<file path="config.mk">
export PLATFORM = sky130hd
export DESIGN_NAME = ung_par_stream
export DESIGN_NICKNAME = d
export VERILOG_FILES = /design/src/rtl/ung_pkg.sv /design/src/rtl/ung_thermo_dec.sv /design/src/rtl/ung_par_stream.sv
export SDC_FILE = /design/constraint.sdc
export NUM_CORES = 1
export LEC_CHECK = 0
export BUFFER_PORTS_ARGS = -buffer_cell sky130_fd_sc_hd__buf_4
export CORE_MARGIN = 2
export CORE_UTILIZATION = 51
export DETAILED_ROUTE_END_ITERATION = 8
export GPL_ROUTABILITY_DRIVEN = 0
export PLACE_DENSITY_LB_ADDON = 0.12
export SLEW_MARGIN = 20
export SYNTH_ARGS = -nofsm -noshare
export SYNTH_HDL_FRONTEND = slang
export SYNTH_HIERARCHICAL = 1
export SYNTH_SLANG_ARGS = --single-unit
</file>
<file path="constraint.sdc">
create_clock -name clk -period 3.2 [get_ports clk]
set_input_delay 0.8 -clock clk [delete_from_list [all_inputs] [get_ports clk]]
set_output_delay 0.8 -clock clk [all_outputs]
set_load 0.03 [all_outputs]
</file>
<file path="src/rtl/ung_pkg.sv">
// ung_pkg
// Shared types and helpers for the parallel unary (thermometer) stream
// generator.
//   ung_state_e      : IDLE / RUN
//   ung_clog2()      : ceiling log2, elaboration-time
//   ung_len()        : stream length L = 2^W
//   ung_beats()      : beats per stream L/P
//   UNG_ASSERT_POW2_P: elaboration check that P is a power of two in [1, 2^W]
package ung_pkg;

    typedef enum logic [0:0] {
        IDLE = 1'b0,
        RUN  = 1'b1
    } ung_state_e;

    function automatic int ung_clog2(input int v);
        int r;
        r = 0;
        while ((1 << r) < v) r++;
        return r;
    endfunction

    function automatic int ung_len(input int w);
        return 1 << w;
    endfunction

    function automatic int ung_beats(input int w, input int p);
        return (1 << w) / p;
    endfunction

endpackage

`define UNG_ASSERT_POW2_P(p_, w_) \
    if (((p_) < 1) || ((p_) > (1 << (w_))) || ((((p_) & ((p_) - 1))) != 0)) begin : g_bad_p \
        $error("ung_par_stream: P must be a power of two with 1 <= P <= 2^W"); \
    end

</file>
<file path="src/rtl/ung_thermo_dec.sv">
// ung_thermo_dec
// Combinational saturating thermometer decoder.
//   cnt   [W:0]   : count of bits to set
//   therm [P-1:0] : therm[j] = (cnt > j); all ones once cnt >= P
module ung_thermo_dec
    import ung_pkg::*;
#(
    parameter int W = 8,
    parameter int P = 4
) (
    input  logic [W:0]   cnt,
    output logic [P-1:0] therm
);

    always_comb begin
        therm = '0;
        for (int j = 0; j < P; j++) begin
            therm[j] = (cnt > (W+1)'(j));
        end
    end

endmodule

</file>
<file path="src/rtl/ung_par_stream.sv">
// ung_par_stream
// Parallel unary bit-stream generator. One W-bit value N is accepted per
// transaction; a stream of L = 2^W bits is emitted P bits per beat over L/P
// beats, with exactly N ones.
//   clk, rst   : clock, synchronous active-high reset
//   in_valid   : in_data valid
//   in_ready   : value can be accepted (idle, or on the last-beat transfer)
//   in_data    : N, unsigned
//   in_trail   : (UNG_TRAIL_EN only) place the ones at the end of the stream
//   out_valid  : beat valid
//   out_ready  : downstream accepts the beat
//   out_data   : beat bits, bit 0 earliest in time
//   out_last   : final beat of the stream
// Build option: define UNG_TRAIL_EN to add in_trail and trailing-ones mode.
//
// state | meaning
// IDLE  | no stream in flight, waiting for in_valid
// RUN   | emitting beats of the current stream
module ung_par_stream
    import ung_pkg::*;
#(
    parameter int W = 8,
    parameter int P = 4
) (
    input  logic         clk,
    input  logic         rst,
    input  logic         in_valid,
    output logic         in_ready,
    input  logic [W-1:0] in_data,
`ifdef UNG_TRAIL_EN
    input  logic         in_trail,
`endif
    output logic         out_valid,
    input  logic         out_ready,
    output logic [P-1:0] out_data,
    output logic         out_last
);

    localparam int L     = ung_len(W);
    localparam int BEATS = ung_beats(W, P);
    localparam int LOGP  = ung_clog2(P);
    // A single-beat stream (P = L) still needs a 1-bit index to stay legal.
    localparam int BW    = (W > LOGP) ? (W - LOGP) : 1;

    localparam logic [W:0]    P_CNT     = (W+1)'(P);
    localparam logic [BW-1:0] LAST_BEAT = BW'(BEATS - 1);

    generate
        `UNG_ASSERT_POW2_P(P, W)
    endgenerate

    ung_state_e    state;
    logic [W:0]    rem;
    logic [BW-1:0] beat;
    logic [W:0]    rem_step;
    logic [W:0]    dec_cnt;
    logic [P-1:0]  dec_therm;
    logic          accept;
    logic          xfer;
    logic          is_run;

    assign is_run    = (state == RUN);
    assign out_valid = is_run;
    assign out_last  = is_run && (beat == LAST_BEAT);
    assign xfer      = is_run && out_ready;
    assign in_ready  = !is_run || (out_last && out_ready);
    assign accept    = in_valid && in_ready;

    // min(rem, P): the remaining count saturates at zero instead of wrapping.
    assign rem_step = (rem > P_CNT) ? P_CNT : rem;

`ifdef UNG_TRAIL_EN
    // Trailing mode counts down the L-N leading zeros first. Once those are
    // exhausted every remaining bit is a one, so the beat is simply the
    // inverted thermometer of the zero count.
    localparam logic [W:0] L_CNT = (W+1)'(L);

    logic       trail_q;
    logic [W:0] rem_zero;
    logic [W:0] zero_step;

    assign zero_step = (rem_zero > P_CNT) ? P_CNT : rem_zero;
    assign dec_cnt   = trail_q ? rem_zero : rem;
    assign out_data  = !is_run ? '0 : (trail_q ? ~dec_therm : dec_therm);

    always_ff @(posedge clk) begin
        if (rst) begin
            trail_q  <= 1'b0;
            rem_zero <= '0;
        end else if (accept) begin
            trail_q  <= in_trail;
            rem_zero <= L_CNT - {1'b0, in_data};
        end else if (xfer) begin
            rem_zero <= rem_zero - zero_step;
        end
    end
`else
    assign dec_cnt  = rem;
    assign out_data = is_run ? dec_therm : '0;
`endif

    ung_thermo_dec #(
        .W (W),
        .P (P)
    ) u_dec (
        .cnt   (dec_cnt),
        .therm (dec_therm)
    );

    always_ff @(posedge clk) begin
        if (rst) begin
            state <= IDLE;
            rem   <= '0;
            beat  <= '0;
        end else if (accept) begin
            // Covers the zero-bubble case: accepting on the last-beat transfer
            // reloads the counters and remains in RUN.
            state <= RUN;
            rem   <= {1'b0, in_data};
            beat  <= '0;
        end else if (xfer) begin
            rem  <= rem - rem_step;
            beat <= beat + 1'b1;
            if (out_last) begin
                state <= IDLE;
            end
        end
    end

endmodule

</file>
# After elaboration in Yosys (flattened, before gate mapping)
# Cells that the tools add are included.
word_totals:
  out_inout_bits: 7
  reg_bits: 16
  inputBits: 12
  word_cells: 29
classes:
  reduce_logical: 10
  muxes: 7
  n_lt_le_gt_ge: 5
  n_addsub: 2
  eq_ne: 1
op_table:
  columns: ["cell", "count"]
  rows:
  - ["greater-than comparator 9 x 1 -> 1 bit (second input constant)", 2]
  - ["greater-than comparator 9 x 2 -> 1 bit (second input constant)", 2]
  - ["two-way mux 8 bit", 2]
  - ["greater-than comparator 9 x 3 -> 1 bit (second input constant)", 1]
  - ["two-way mux 9 bit", 1]
  - ["subtractor 9 bit", 1]
  - ["adder 6 x 1 -> 6 bit (second input constant)", 1]
  - ["== test 6 bit (second input constant)", 1]
  - ["logical AND 1 bit", 4]
  - ["two-way mux 4 bit", 1]
  - ["nonzero test 2 bit", 2]
  - ["two-way mux 1 bit", 3]
  - ["AND reduction 2 bit", 1]
  - ["OR reduction 2 bit", 1]
  - ["zero test 1 bit", 1]
  - ["logical OR 1 bit", 1]

# Longest topological paths before layout
depth:
  ltp_word: 7
  ltp_mapped: 8
  mapped_depth_nobuf: 8

# Hierarchy
# Netlist, hierarchy kept.
by_module_without_submodules:
  columns: ["mod", "instances", "cells_per_inst", "seq_area_each_um2", "area_per_inst_um2"]
  rows:
  - ["ung_par_stream", 1, 114, 320.3, 970.9]
  - ["ung_thermo_dec", 1, 8, 0.0, 55.1]

# Worst setup path after synthesis
# OpenSTA, ideal clock, no wires.
synth_path:
  path_kind: "input port to output port"
  start: "input port out_ready"
  end: "output port in_ready"
  cell_stages: 2
  required_ns: 2.400
  path_buffers: 0
  t_arrival_ns: 1.598
  setup_slack_ns: 0.802
  path_cell_list: "nand3_1 o21ai_0"
synth_via:
  elab_chain_cells: 2
synth_rtl:
  columns: ["element", "line", "text"]
  rows:
  - ["from (decl)", "ung_par_stream.sv:34", "input logic out_ready,"]
  - ["logical AND 1 bit", "ung_par_stream.sv:66", "assign in_ready = !is_run || (out_last && out_ready);"]
  - ["logical OR 1 bit", "ung_par_stream.sv:66", null]
  - ["to (decl)", "ung_par_stream.sv:28", "output logic in_ready,"]
# No other way between the ends.

# Final worst setup path
layout_path:
  start: "register rem[7] (netlist: dec_cnt[7])"
  end: "register rem[8] (netlist: dec_cnt[8])"
layout_via:
  elab_chain_cells: 3
layout_rtl:
  columns: ["element", "line", "text"]
  rows:
  - ["from (decl)", "ung_par_stream.sv:53", "logic [W:0] rem;"]
  - ["from (signal assigned)", "ung_par_stream.sv:119", "rem <= {1'b0, in_data};"]
  - ["from (signal assigned)", "ung_par_stream.sv:122", "rem <= rem - rem_step;"]
  - ["greater-than comparator 9 x 3 -> 1 bit", "ung_par_stream.sv:70", "assign rem_step = (rem > P_CNT) ? P_CNT : rem;"]
  - ["two-way mux 9 bit", "ung_par_stream.sv:70", null]
  - ["subtractor 9 bit *", "ung_par_stream.sv:122", null]
# Mark *: on every way between the ends. The rest lies on a longest branch, timed or not.
# A chain may end at the register's enable or synchronous reset.

==> qor.txt <==
Clk pwr share = 24.5%
Ys flop type = dfxtp_1
Worst path slowest cell = or4b_2
Crit path cell chain = nor3_1 > nand3b_1 > nand2_1 > ha_1 > or4b_2 > nand4_1 > xor2_1 > nor3_1
Num ports = 19
Critical path's largest stage delay = 640 ps
Sequential area share after synthesis = 31.2%
Logic gate share of total power = 33.0%
#FFs+latches synth = 16
Slew @ Worst Pin = 784 ps
Int Pwr = 0.369 mW
Pre-antenna DRT Iters = 4
Syn nets = 136
Total of max-cap violations = 0
Cell row count = 16
# port buffers = 18
Synth Area per Inst = 8.41 um^2
Clk root buf = clkbuf_4
Max frequency = 0.393 GHz
Initial antenna violation count = 0
CTS tree = built
Fraction of layout cells with a size suffix above 1 = 22.1%
Final min period = 2540 ps
Vias post-DR = 1000
Setup TNS = 0 ps
Sequential share of power = 42.5%
Crit Path Class = reg -> reg
Clk buf depth = 2
Tot Pwr = 0.571 mW
Top cell by count, worst path = nor3_1
VDD IR-drop max = 0.256 mV
Clk_skew = 1.02 ps
Post-CTS Resized = 0
Antenna Nets Post-Route = 0
Final net count = 155
RSZ-0062 raised after global routing = no
Mapped Area = 1030 um^2
Final Hold Violating Endpoints = 0
Number of global-route vias before repair = 934
Total wire length = 2400 um
Area growth, synth to finish = 18.3%
Die area = 2390 um^2
First-pass GRT wire length = 3970 um
CTS buffer count = 3
P_leak = 0.469 nW
Gr ovfl total = 0
Via/cell ratio = 5.99
Worst-skew pair later-pin latency = 300 ps
Worst Hold Class = reg -> reg
Post-synth cell types = 45
Power per cell area = 470 nW/um^2
Worst path required time = 3380 ps
Run status = finished clean
Final period util = 79.5%
Die extent in x = 48.9 um
H-tree Lvls = 1
Pin count of the biggest net entering global routing = 20
Tot GR Track Use = 21.2%
Critical path launch point type = flip-flop
Fill cells = 186
# Post-CTS Setup Buffers = 0
Crit path DAT = 2720 ps
Ys Warns = 6
Drt wl/cell = 14.3 um
Total clock sinks = 16
Post-synth EDFFs = 0
Antenna diodes = 0
Chip Height = 48.9 um
Slew HR = 46.2%
Fin. max-slew vios = 0
Initial core utilization = 53.4%
Core Area = 1920 um^2
Async set-reset flop share out of synthesis = 0%
Detail Placement HPWL = 1710 um
Cts hold-fix bufs = 0
Mapped Cells = 122
Clock-pin slew reported for the worst setup and hold paths after clock tree synthesis = 100 ps
Crit-path max FO = 7
# DRC = 0
Setup-failing EPs final = 0
Net Switching = 0.202 mW
Switching share of power = 35.4%
Initial drt markers = 13
Worst setup EP type = flip-flop
Utilization after layout = 63.2%
critical path: cells and delay by family (launching register included):
family	cells	cell delay, ps
xor gates and xnor gates	1	150
DFF	1	390
and+or+nand+nor	6	1640
adders and majority gates	1	240
area by class of cell:
class	count	area (um^2)	area share, %
repair buffers	18	135	11.1
well taps	27	33.8	2.78
flip-flops and latches	16	320	26.4
inverters	2	7.51	0.619
multi-input cells	100	681	56.1
clock buffers	4	36.3	2.99
cell families (layout without fill, tap and decap cells):
logic type,after synthesis,count (layout),share of synthesized area [%]
AO/OA/AOI/OAI,31,31,21.6
flip-flops,16,16,31.2
other,1,1,0.366
adder cells (fa/ha/maj),2,2,2.44
multiplexers,3,3,2.93
AND/OR/NAND/NOR,58,58,34.8
buffers and inverters,6,24,2.44
XOR/XNOR,5,5,4.27
cell usage after synthesis, drive strengths merged, types with 3 or more instances:
| cell | count | area, um^2 |
|---|---|---|
| and2 | 6 | 37.5 |
| nor3 | 12 | 71.3 |
| a22oi | 3 | 22.5 |
| a31oi | 4 | 25.0 |
| and3 | 3 | 20.0 |
| a21oi | 5 | 28.8 |
| mux2i | 3 | 30.0 |
| dfxtp | 16 | 320 |
| a211oi | 3 | 22.5 |
| nand3 | 9 | 50.1 |
| o21ai | 5 | 25.0 |
| nand2 | 8 | 30.0 |
| xnor2 | 3 | 26.3 |
| nor2 | 5 | 18.8 |
| nand3b | 4 | 30.0 |
final timing paths:
check / start / to / slack [ps] / depth (start not counted)
max: dec_cnt[7] / dec_cnt[8] / 660 / 8
min: dec_cnt[0] / dec_cnt[0] / 490 / 2
max reg2reg: dec_cnt[7] / dec_cnt[8] / 660 / 8
min reg2reg: dec_cnt[0] / dec_cnt[0] / 490 / 2
registers in the layout (all words and copies together) (netlist names):
signal,flops
beat,6
out_valid,1
dec_cnt,9
stage by stage:
stage	cells	hold WS [ps]	worst slack, ps	cell area (um^2)
5_1_grt	167	556	527	1210
3_3_place_gp	163	473	794	1180
4_1_cts	167	496	685	1210
3_5_place_dp	163	481	705	1180
2_1_floorplan	122	463	802	1030
6_report	167	494	657	1210
layout by cell type (no fill, tap or decap), types with 4 or more instances in the layout:
master,n
a21oi_1,4
a31oi_1,4
and2_1,6
buf_4,18
dfxtp_1,16
nand2_1,8
nand3_1,8
nand3b_1,4
nor2_1,5
nor3_1,11
o21ai_0,5
routing by layer:
layer	vias up	track usage [%]	share of wire, %
met5	-	0	0
met4	0	9.05	2.7
met3	10	3.07	3.6
met2	22	39.0	50
met1	467	24.2	44
li1	501	-	-
power by group through the flow:
stage	clock network [mW]	registers, mW	logic [mW]
6_report	0.140	0.242	0.188
5_1_grt	0.148	0.247	0.207
4_1_cts	0.140	0.242	0.189
3_5_place_dp	0	0.247	0.187
3_3_place_gp	0	0.246	0.185
2_1_floorplan	0	0.240	0.142
(Power assumes the default switching activity.)
